**src/rtl/monitor_uart_tx.sv**
```systemverilog
// Monitoring sample serializer: 4-entry FIFO feeding an 8N1 UART transmitter.
// Back-to-back frames are sent without an idle gap while samples are queued.
module monitor_uart_tx #(
  parameter int CLKS_PER_BIT = 16
) (
  input  logic       clk,
  input  logic       reset,
  input  logic [7:0] data_in,
  input  logic       data_valid,
  output logic       data_ready,
  input  logic       clr_ovf,
  output logic       tx,
  output logic       busy,
  output logic       overflow,
  output logic [2:0] fifo_count
);
  localparam logic [1:0] IDLE  = 2'd0;
  localparam logic [1:0] START = 2'd1;
  localparam logic [1:0] DATA  = 2'd2;
  localparam logic [1:0] STOP  = 2'd3;

  logic [1:0] state;
  logic [7:0] bit_cnt;
  logic [2:0] bit_idx;
  logic [7:0] shreg;
  logic [1:0] wptr, rptr;
  logic [7:0] mem [4];
  logic       push, pop, bit_end;

  assign data_ready = (fifo_count < 3'd4);
  assign busy       = (state != IDLE);
  assign bit_end    = (bit_cnt == 8'(CLKS_PER_BIT - 1));
  assign push       = data_valid && data_ready && reset;
  // Pop decisions use the registered count, so a same-cycle push is never popped.
  assign pop        = (fifo_count != 3'd0) &&
                      ((state == IDLE) || ((state == STOP) && bit_end));

  always_ff @(posedge clk) begin
    if (push) mem[wptr] <= data_in;
  end

  always_ff @(posedge clk) begin
    if (!reset) begin
      state      <= IDLE;
      tx         <= 1'b1;
      bit_cnt    <= '0;
      bit_idx    <= '0;
      shreg      <= '0;
      wptr       <= '0;
      rptr       <= '0;
      fifo_count <= '0;
      overflow   <= 1'b0;
    end else begin
      if (push) wptr <= wptr + 2'd1;
      if (pop)  rptr <= rptr + 2'd1;
      fifo_count <= fifo_count + {2'b0, push} - {2'b0, pop};

      // Set wins over clear.
      if (data_valid && !data_ready) overflow <= 1'b1;
      else if (clr_ovf)              overflow <= 1'b0;

      case (state)
        IDLE: begin
          bit_cnt <= '0;
          if (pop) begin
            shreg <= mem[rptr];
            state <= START;
            tx    <= 1'b0;
          end
        end
        START: begin
          if (bit_end) begin
            bit_cnt <= '0;
            bit_idx <= '0;
            state   <= DATA;
            tx      <= shreg[0];
          end else bit_cnt <= bit_cnt + 8'd1;
        end
        DATA: begin
          if (bit_end) begin
            bit_cnt <= '0;
            if (bit_idx == 3'd7) begin
              state <= STOP;
              tx    <= 1'b1;
            end else begin
              bit_idx <= bit_idx + 3'd1;
              shreg   <= shreg >> 1;
              tx      <= shreg[1];
            end
          end else bit_cnt <= bit_cnt + 8'd1;
        end
        default: begin
          if (bit_end) begin
            bit_cnt <= '0;
            if (pop) begin
              shreg <= mem[rptr];
              state <= START;
              tx    <= 1'b0;
            end else begin
              state <= IDLE;
              tx    <= 1'b1;
            end
          end else bit_cnt <= bit_cnt + 8'd1;
        end
      endcase
    end
  end
endmodule

```
**config.mk**
```make
export PLATFORM = sky130hd
export DESIGN_NAME = monitor_uart_tx
export DESIGN_NICKNAME = d
export VERILOG_FILES = /design/src/rtl/monitor_uart_tx.sv
export SDC_FILE = /design/constraint.sdc
export NUM_CORES = 1
export LEC_CHECK = 0
export ABC_AREA = 1
export CAP_MARGIN = 30
export CORE_ASPECT_RATIO = 1.75
export CORE_UTILIZATION = 45
export CTS_CLUSTER_DIAMETER = 80
export DETAILED_ROUTE_END_ITERATION = 6
export SKIP_LAST_GASP = 1
export SLEW_MARGIN = 20
export SYNTH_ARGS = -nofsm -noshare
export SYNTH_HDL_FRONTEND = slang
export SYNTH_SLANG_ARGS = --single-unit
```
**constraint.sdc**
```tcl
create_clock -name clk -period 4.2 [get_ports clk]
set_clock_uncertainty 0.05 [all_clocks]
set_input_delay 0.84 -clock clk [delete_from_list [all_inputs] [get_ports clk]]
set_output_delay 0.84 -clock clk [all_outputs]
set_load 0.005 [all_outputs]
```
==> results of run 1 <==
synth_stat cells (4+ instances only):
library cell,n
a21boi_0,7
or2_1,4
o21ai_0,8
buf_2,6
dfxtp_1,32
ha_1,12
a21oi_1,25
inv_1,50
edfxtp_1,32
nand3_1,25
nand2_1,75
nor2_1,30
area by class of cell:
class / count / area, um^2
inverter: 51 / 191.4
tap: 82 / 102.6
clock inverter: 7 / 120.1
fill: 627 / 2947
multi-input combinational: 212 / 1164
clock buffer: 9 / 225.2
sequential: 64 / 1602
timing repair buffer: 19 / 187.7
per-stage QoR:
step / cells / hold slack, ns / worst slack, ns / power [uW]
2_1_floorplan: 339 / 0.3676 / 1.848 / 1294
3_3_place_gp: 428 / 0.3773 / 1.231 / 1414
3_5_place_dp: 428 / 0.3928 / 1.213 / 1417
4_1_cts: 444 / 0.4043 / 1.546 / 2272
5_1_grt: 444 / 0.4231 / 1.272 / 2379
6_report: 444 / 0.3970 / 1.539 / 2245
critical path, cell delays in order:
cell             delay, ns
clkdlybuf4s50_1       0.45
buf_4                 0.20
nand3_1               0.30
xor2_1                0.25
ha_1                  0.17
inv_1                 0.05
fa_1                  0.35
inv_1                 0.07
o21ai_0               0.08
a21oi_1               0.11
logic make-up (layout without fill, tap and decap cells):
| logic type | after synthesis | after routing | synth area share (%) |
|---|---|---|---|
| and+or+nand+nor | 149 | 149 | 22.46 |
| DFF | 64 | 64 | 52.74 |
| buffers and inverters | 63 | 86 | 8.941 |
| AOI/OAI and AO/OA | 44 | 44 | 8.529 |
| adders and majority gates | 13 | 13 | 5.604 |
| xor gates and xnor gates | 6 | 6 | 1.731 |
state kept, by name (all words and copies together) (netlist names), named ones only:
register and cells:
overflow 1, state 2, bit_cnt 8, mem 32, tx 1, bit_idx 3, rptr 2, wptr 2
shreg 8, fifo_count 3
metal layers:
metal,vias to the layer above,wire length [um],global-route usage [%]
li1,1123,-,-
met1,1020,2253,18.58
met2,28,3256,34.26
met3,18,128,3.909
met4,0,225,12.44
met5,-,0,0
placed cells by master, fill, tap and decap left out, drive strengths merged, types with 9 or more instances in the layout:
cell	Yosys	routed
a21oi	25	25
nand2	79	79
dfxtp	32	32
inv	51	51
clkbuf	3	9
edfxtp	32	32
nand3	27	27
nor2	31	31
ha	12	12
clkdlybuf4s50	0	18
final timing paths:
check | from | endpoint | slack, ns | depth (start not counted)
hold reg to reg | bit_cnt[0]$_SDFF_PP0_ | bit_cnt[0]$_SDFF_PP0_ | 0.40 | 1
hold / removal | bit_cnt[0]$_SDFF_PP0_ | bit_cnt[0]$_SDFF_PP0_ | 0.40 | 1
setup / recovery | reset | fifo_count[2]$_SDFF_PN0_ | 1.54 | 10
setup reg to reg | state[0]$_SDFFE_PN0P_ | fifo_count[2]$_SDFF_PN0_ | 1.98 | 12
power by group through the flow:
stage / Clock (uW) / Combinational, uW / Sequential, uW
finish: 845 / 607 / 794
global route: 883 / 691 / 805
CTS: 863 / 614 / 795
detailed placement: 0 / 610 / 807
global placement: 0 / 609 / 805
floorplan: 0 / 514 / 780
==> results.json, run 1 <==
{
  "status": "finished, final reports clean",
  "drive_gt1_share_pct": 8.011,
  "p_per_area_mw_per_mm2": 625.0,
  "syn_area_mm2": 0.003037,
  "worst_pin_slew_ns": 0.6726,
  "worstHoldPathType": "flip-flop to flip-flop",
  "syn_area_per_cell_um2": 8.958,
  "ys_seq_area_share_pct": 52.74,
  "synthArstFlopShare_pct": 0,
  "final.min_clock_period_ns": 2.661,
  "rsz0062_at_grt": "no",
  "root_buffer": "clkbuf_16",
  "pwr-share-seq_pct": 35.4,
  "syn_inst": 339,
  "synth-edff-count": 32,
  "antenna_found_initial": 0,
  "ys_seq_elements": 64,
  "startpoint_type": "input port",
  "p_sw_share_pct": 30.92,
  "setup_viol": 0,
  "cts.path.max_buffers": 2,
  "critPathArrivalTime_ns": 2.87,
  "diodes": 0,
  "grt_pass1_vias": 2192,
  "areaGrowthSynthToFinish_pct": 18.29,
  "p_leak_uw": 0.001522,
  "start_util_pct": 46.44,
  "path_clk_slew_ns": 0.05,
  "insertion_delay_ns": 0.32,
  "p_clk_share_pct": 37.6,
  "dp_hpwl_mm": 4.294,
  "cts_setup_buffers": 0,
  "cp_data_required_time_ns": 4.41,
  "intPower_uw": 1551,
  "dieArea_mm2": 0.007093,
  "yosysWarningCount": 0,
  "combinationalPowerShare_pct": 27.0,
  "die_h_um": 110.7,
  "coreArea_mm2": 0.006539,
  "cts_tree": "done",
  "dpl_cell_area_mm2": 0.003247,
  "drc": 0,
  "period_share_pct": 63.35,
  "io_pins": 19,
  "final_cell_area_mm2": 0.003592,
  "vias_per_cell": 4.930,
  "worstPathMaxFanout": 17,
  "grt_max_degree": 18,
  "rows": 39,
  "routed_wl_mm": 5.865,
  "num_vias": 2189,
  "cts.htree.levels": 3,
  "grt_pass1_wl_mm": 9.818,
  "synth_top_area_cell": "edfxtp_1",
  "synth.top_cell.area_share_pct": 31.64,
  "ant_nets": 0,
  "synth_ff_type": "edfxtp_1",
  "place_congestion": 0.7569,
  "first_pass_iters": 4,
  "peakVddDrop_v": 0.0004428,
  "critPathCaptureType": "flip-flop",
  "ctsHoldBuffers": 0,
  "drv_slew": 0,
  "tns_ns": 0,
  "nets": 382,
  "wl_per_cell_um": 13.21,
  "cap_violations": 0,
  "post_cts_resized": 0,
  "relSlewSlack_pct": 54.99,
  "grt_overflow": 0,
  "hold_viol_final": 0,
  "critPathKind": "input port to flip-flop",
  "power.switching_uw": 694.1,
  "port_buffers": 18,
  "grt_util_all_layers_pct": 18.86,
  "drt_iter0_markers": 82,
  "clkSinkCount": 64,
  "synth_nets": 364,
  "dieWidth_um": 64.10,
  "synth_cell_type_count": 35,
  "utilization_pct": 54.94,
  "synthTopCellsByArea": "edfxtp_1 32%, dfxtp_1 21%, nand2_1 9.3%",
  "cts_made_buffers": 9,
  "max_freq_ghz": 0.3758
}
(Power assumes the default switching activity.)
==> run 2: changes to the inputs <==
==> constraint.sdc (replaced) <==
create_clock -name clk -period 2.7 [get_ports clk]
set_clock_uncertainty 0.05 [all_clocks]
set_input_delay 0.54 -clock clk [delete_from_list [all_inputs] [get_ports clk]]
set_output_delay 0.54 -clock clk [all_outputs]
set_load 0.005 [all_outputs]
==> results.json, run 2 (synthesis results as in run 1) <==
{
  "ff_latch_area_mm2": 0.001602,
  "wl_per_cell_um": 12.80,
  "largest_register": "mem",
  "p_per_area_mw_per_mm2": 919.7,
  "ant_nets": 0,
  "grt_max_degree": 17,
  "path_delay_family": "adder cells",
  "hold_viol_final": 0,
  "cts_setup_buffers": 0,
  "dp_hpwl_mm": 4.080,
  "port_buffers": 18,
  "status": "finished, final reports clean",
  "cp_data_required_time_ns": 2.91,
  "drt_iter0_markers": 108,
  "rows": 39,
  "ctsHoldBuffers": 0,
  "critPathKind": "flip-flop to flip-flop",
  "peakVddDrop_v": 0.0006649,
  "areaGrowthSynthToFinish_pct": 17.64,
  "dieArea_mm2": 0.007093,
  "place_congestion": 0.7569,
  "reg2reg_depth": 12,
  "hold_path_depth": 1,
  "holdWs_ns": 0.4049,
  "p_leak_uw": 0.001526,
  "critPathArrivalTime_ns": 2.47,
  "final.min_clock_period_ns": 2.259,
  "startpoint_type": "flip-flop",
  "multi_input_area_mm2": 0.001164,
  "cts.path.max_buffers": 2,
  "rrSetupSlack_ns": 0.44,
  "clkSinkCount": 64,
  "coreArea_mm2": 0.006539,
  "first_pass_iters": 4,
  "root_buffer": "clkbuf_16",
  "finalPower_uw": 3285,
  "tns_ns": 0,
  "critPathCaptureType": "flip-flop",
  "utilization_pct": 54.63,
  "insertion_delay_ns": 0.33,
  "diodes": 0,
  "nets": 388,
  "post_cts_resized": 0,
  "cap_violations": 0,
  "period_share_pct": 83.67,
  "start_util_pct": 46.44,
  "num_vias": 2189,
  "antenna_found_initial": 0,
  "die_h_um": 110.7,
  "worst_pin_slew_ns": 0.5194,
  "crit_top_cell": "inv_1",
  "vias_per_cell": 4.864,
  "n_fill_cell": 646,
  "grt_overflow": 0,
  "crit_path_top_delay_cell": "fa_1",
  "drv_slew": 0,
  "worstHoldPathType": "flip-flop to flip-flop",
  "cts_tree": "done",
  "cts.htree.levels": 3,
  "reg_top3": "mem (32), bit_cnt (8), shreg (8)",
  "grt_pass1_vias": 2138,
  "routed_wl_mm": 5.758,
  "cp_num_buf_inv": 3,
  "final_cell_mix": "75 x nand2_1, 50 x inv_1, 32 x dfxtp_1, 32 x edfxtp_1, 30 x nor2_1",
  "path_depth": 12,
  "grt_util_all_layers_pct": 18.57,
  "final_common_cell": "nand2_1",
  "slowest_delay_ns": 0.36,
  "io_pins": 19,
  "cts_made_buffers": 9,
  "setup_viol": 0,
  "drive_gt1_share_pct": 8.424,
  "dieWidth_um": 64.10,
  "relSlewSlack_pct": 65.37,
  "grt_pass1_wl_mm": 9.749,
  "rsz0062_at_grt": "no",
  "drc": 0,
  "cp_cell_sequence": "inv_1, ha_1, nor2_1, nor2_1, nand2_4, xor2_1, ha_1, inv_1, fa_1, inv_1, o21ai_0, a21oi_1",
  "worstPathMaxFanout": 7,
  "max_freq_ghz": 0.4426,
  "largest_register_ff_count": 32,
  "path_clk_slew_ns": 0.05
}
==> run 2: cell count changes in the layout (fill, tap and decap cells not counted), sizes merged <==
cell / delta
clkinvlp: -1
buf: +6
clkinv: +1
clkbuf: +2
bufinv: -2
==> run 2: area by class of cell <==
| type | count | area share, % |
|---|---|---|
| clock inverters | 5 | 1.331 |
| multi-input cells | 212 | 32.57 |
| well taps | 82 | 2.872 |
| flip-flops and latches | 64 | 44.83 |
| repair buffers | 25 | 6.515 |
| clock buffers | 11 | 6.515 |
| inverters | 51 | 5.359 |
==> run 2: worst register-to-register path, stage by stage (launching register included) <==
cell and delay (ns):
dfxtp_1 0.33, inv_1 0.10, ha_1 0.24, nor2_1 0.08
nor2_1 0.22, nand2_4 0.13, xor2_1 0.18, ha_1 0.17
inv_1 0.05, fa_1 0.36, inv_1 0.08, o21ai_0 0.08
a21oi_1 0.12
==> run 2: metal layers <==
layer	global-route usage (%)	vias to the layer above	routed length, um
li1	-	1133	-
met1	19.47	1015	2289
met2	32.48	29	3119
met3	3.704	12	171
met4	12.44	0	177
met5	0	-	0
==> run 2: per-stage QoR <==
step	instance area (um^2)	cells	setup WS, ns
3_5_place_dp	3292	434	0.3810
5_1_grt	3572	450	0.2064
2_1_floorplan	3037	339	0.6476
4_1_cts	3572	450	0.4166
3_3_place_gp	3292	434	0.4410
6_report	3572	450	0.4409
==> run 2: worst paths after layout <==
path | from | end
min | bit_cnt[0]$_SDFF_PP0_ | bit_cnt[0]$_SDFF_PP0_
min reg2reg | bit_cnt[0]$_SDFF_PP0_ | bit_cnt[0]$_SDFF_PP0_
max | state[0]$_SDFFE_PN0P_ | fifo_count[2]$_SDFF_PN0_
max reg2reg | state[0]$_SDFFE_PN0P_ | fifo_count[2]$_SDFF_PN0_
==> run 2: where the power goes <==
| part | switching (uW) | internal [uW] |
|---|---|---|
| Sequential | 89.6 | 1140 |
| Combinational | 580 | 386 |
| Clock | 386 | 704 |
==> run 3: changes to the inputs <==
==> constraint.sdc (replaced) <==
create_clock -name clk -period 2.2 [get_ports clk]
set_clock_uncertainty 0.05 [all_clocks]
set_input_delay 0.44 -clock clk [delete_from_list [all_inputs] [get_ports clk]]
set_output_delay 0.44 -clock clk [all_outputs]
set_load 0.005 [all_outputs]
==> results.json, run 3 (synthesis results as in run 1) <==
{
  "status": "finished, final reports clean",
  "dpl_cell_area_mm2": 0.003344,
  "holdWs_ns": 0.4107,
  "cts.htree.levels": 3,
  "ant_nets": 0,
  "antenna_found_initial": 0,
  "combinationalPowerShare_pct": 31.4,
  "port_buffers": 18,
  "dp_hpwl_mm": 4.266,
  "nets": 396,
  "grt_util_all_layers_pct": 18.78,
  "ctsHoldBuffers": 0,
  "cts_made_buffers": 9,
  "dieArea_mm2": 0.007093,
  "grt_max_degree": 17,
  "start_util_pct": 46.44,
  "hold_viol_final": 0,
  "peakVddDrop_v": 0.0007717,
  "rrSetupSlack_ns": 0.15,
  "cts.path.max_buffers": 2,
  "intPower_uw": 2797,
  "areaGrowthSynthToFinish_pct": 20.60,
  "final_cell_mix": "75 x nand2_1, 50 x inv_1, 32 x edfxtp_1, 31 x dfxtp_1, 28 x nor2_1",
  "largest_register_ff_count": 32,
  "final.min_clock_period_ns": 2.045,
  "clkSinkCount": 64,
  "grt_overflow": 0,
  "root_buffer": "clkbuf_16",
  "drt_iter0_markers": 84,
  "p_leak_uw": 0.001561,
  "finalPower_uw": 4120,
  "final_cell_area_mm2": 0.003662,
  "cts_tree": "done",
  "max_freq_ghz": 0.4889,
  "routed_wl_mm": 5.904,
  "insertion_delay_ns": 0.33,
  "relSlewSlack_pct": 71.47,
  "largest_register": "mem",
  "rows": 39,
  "cap_violations": 0,
  "grt_pass1_vias": 2204,
  "worst_pin_slew_ns": 0.4273,
  "num_vias": 2202,
  "p_sw_share_pct": 32.11,
  "setup_ws_ns": 0.1547,
  "pre_cts_ws_ns": -0.0004992,
  "p_per_area_mw_per_mm2": 1125,
  "drive_gt1_share_pct": 11.44,
  "drv_slew": 0,
  "critPathCaptureType": "flip-flop",
  "power.switching_uw": 1323,
  "wl_per_cell_um": 12.89,
  "io_pins": 19,
  "diodes": 0,
  "startpoint_type": "flip-flop",
  "grt_pass1_wl_mm": 9.915,
  "die_h_um": 110.7,
  "final_common_cell": "nand2_1",
  "n_fill_cell": 595,
  "setup_viol": 0,
  "cp_data_required_time_ns": 2.41,
  "coreArea_mm2": 0.006539,
  "place_congestion": 0.7453,
  "dieWidth_um": 64.10,
  "critPathKind": "flip-flop to flip-flop",
  "worstHoldPathType": "flip-flop to flip-flop",
  "vias_per_cell": 4.808,
  "critPathArrivalTime_ns": 2.25,
  "reg_top3": "mem (32), bit_cnt (8), shreg (8)",
  "path_clk_slew_ns": 0.05,
  "worstPathMaxFanout": 5,
  "drc": 0,
  "period_share_pct": 92.97,
  "p_clk_share_pct": 32.1,
  "pwr-share-seq_pct": 36.5,
  "first_pass_iters": 4
}
-- run 3: worst paths after layout --
path              depth (start not counted)                        to                   from
hold reg to reg                           2     overflow$_SDFFE_PN0P_  overflow$_SDFFE_PN0P_
setup reg to reg                         12  fifo_count[2]$_SDFF_PN0_  state[0]$_SDFFE_PN0P_
setup / recovery                         12  fifo_count[2]$_SDFF_PN0_  state[0]$_SDFFE_PN0P_
hold / removal                            2     overflow$_SDFFE_PN0P_  overflow$_SDFFE_PN0P_
-- run 3: repair_timing --
| action | in CTS | in global routing |
|---|---|---|
| gates resized for setup | 2 | 5 |
| setup endpoints to repair | 1 | 1 |
| endpoints found under the hold margin | 0 | 0 |
| buffers inserted | 0 | 1 |
| pin swaps | 0 | 2 |
-- run 3: routing by layer --
metal  up-vias  part of all wire, %  GRT usage (%)
met5         -                    0              0
met3        11                  2.7          4.630
li1       1153                    -              -
met2        21                   57          34.40
met1      1017                   38          18.20
met4         0                  2.4          11.41
-- run 3: through the flow --
step | TNS [ns] | utilization, % | cells
final | 0 | 56.01 | 458
after detailed placement | -0.0004992 | 51.15 | 441
after floorplan | 0 | - | 339
after global placement | 0 | 51.15 | 441
after CTS | 0 | 55.49 | 457
after global routing | -0.0009166 | 56.01 | 458
-- run 3: critical path, stage by stage, from the launching register on --
cell     delay (ns)
dfxtp_2        0.33
inv_1          0.13
ha_4           0.19
nor2_2         0.05
nor2_2         0.17
nand2_4        0.08
xor2_1         0.14
ha_1           0.16
inv_1          0.05
fa_1           0.35
inv_1          0.08
o21ai_0        0.08
a21oi_1        0.12
-- run 3: area by class of cell --
| cell class | instances | area [um^2] | share of cell area, % |
|---|---|---|---|
| clock inverters | 6 | 50.05 | 1.367 |
| flip-flops and latches | 64 | 1603 | 43.77 |
| multi-input cells | 212 | 1194 | 32.59 |
| clock buffers | 10 | 229.0 | 6.252 |
| well taps | 82 | 102.6 | 2.801 |
| repair buffers | 33 | 292.8 | 7.995 |
| inverters | 51 | 191.4 | 5.227 |
-- run 3: power groups by stage --
stage | clock, uW | combinational [uW] | sequential, uW
finish | 1320 | 1290 | 1500
global route | 1410 | 1470 | 1520
CTS | 1350 | 1280 | 1500
detailed placement | 0 | 1260 | 1520
global placement | 0 | 1240 | 1520
floorplan | 0 | 981 | 1490
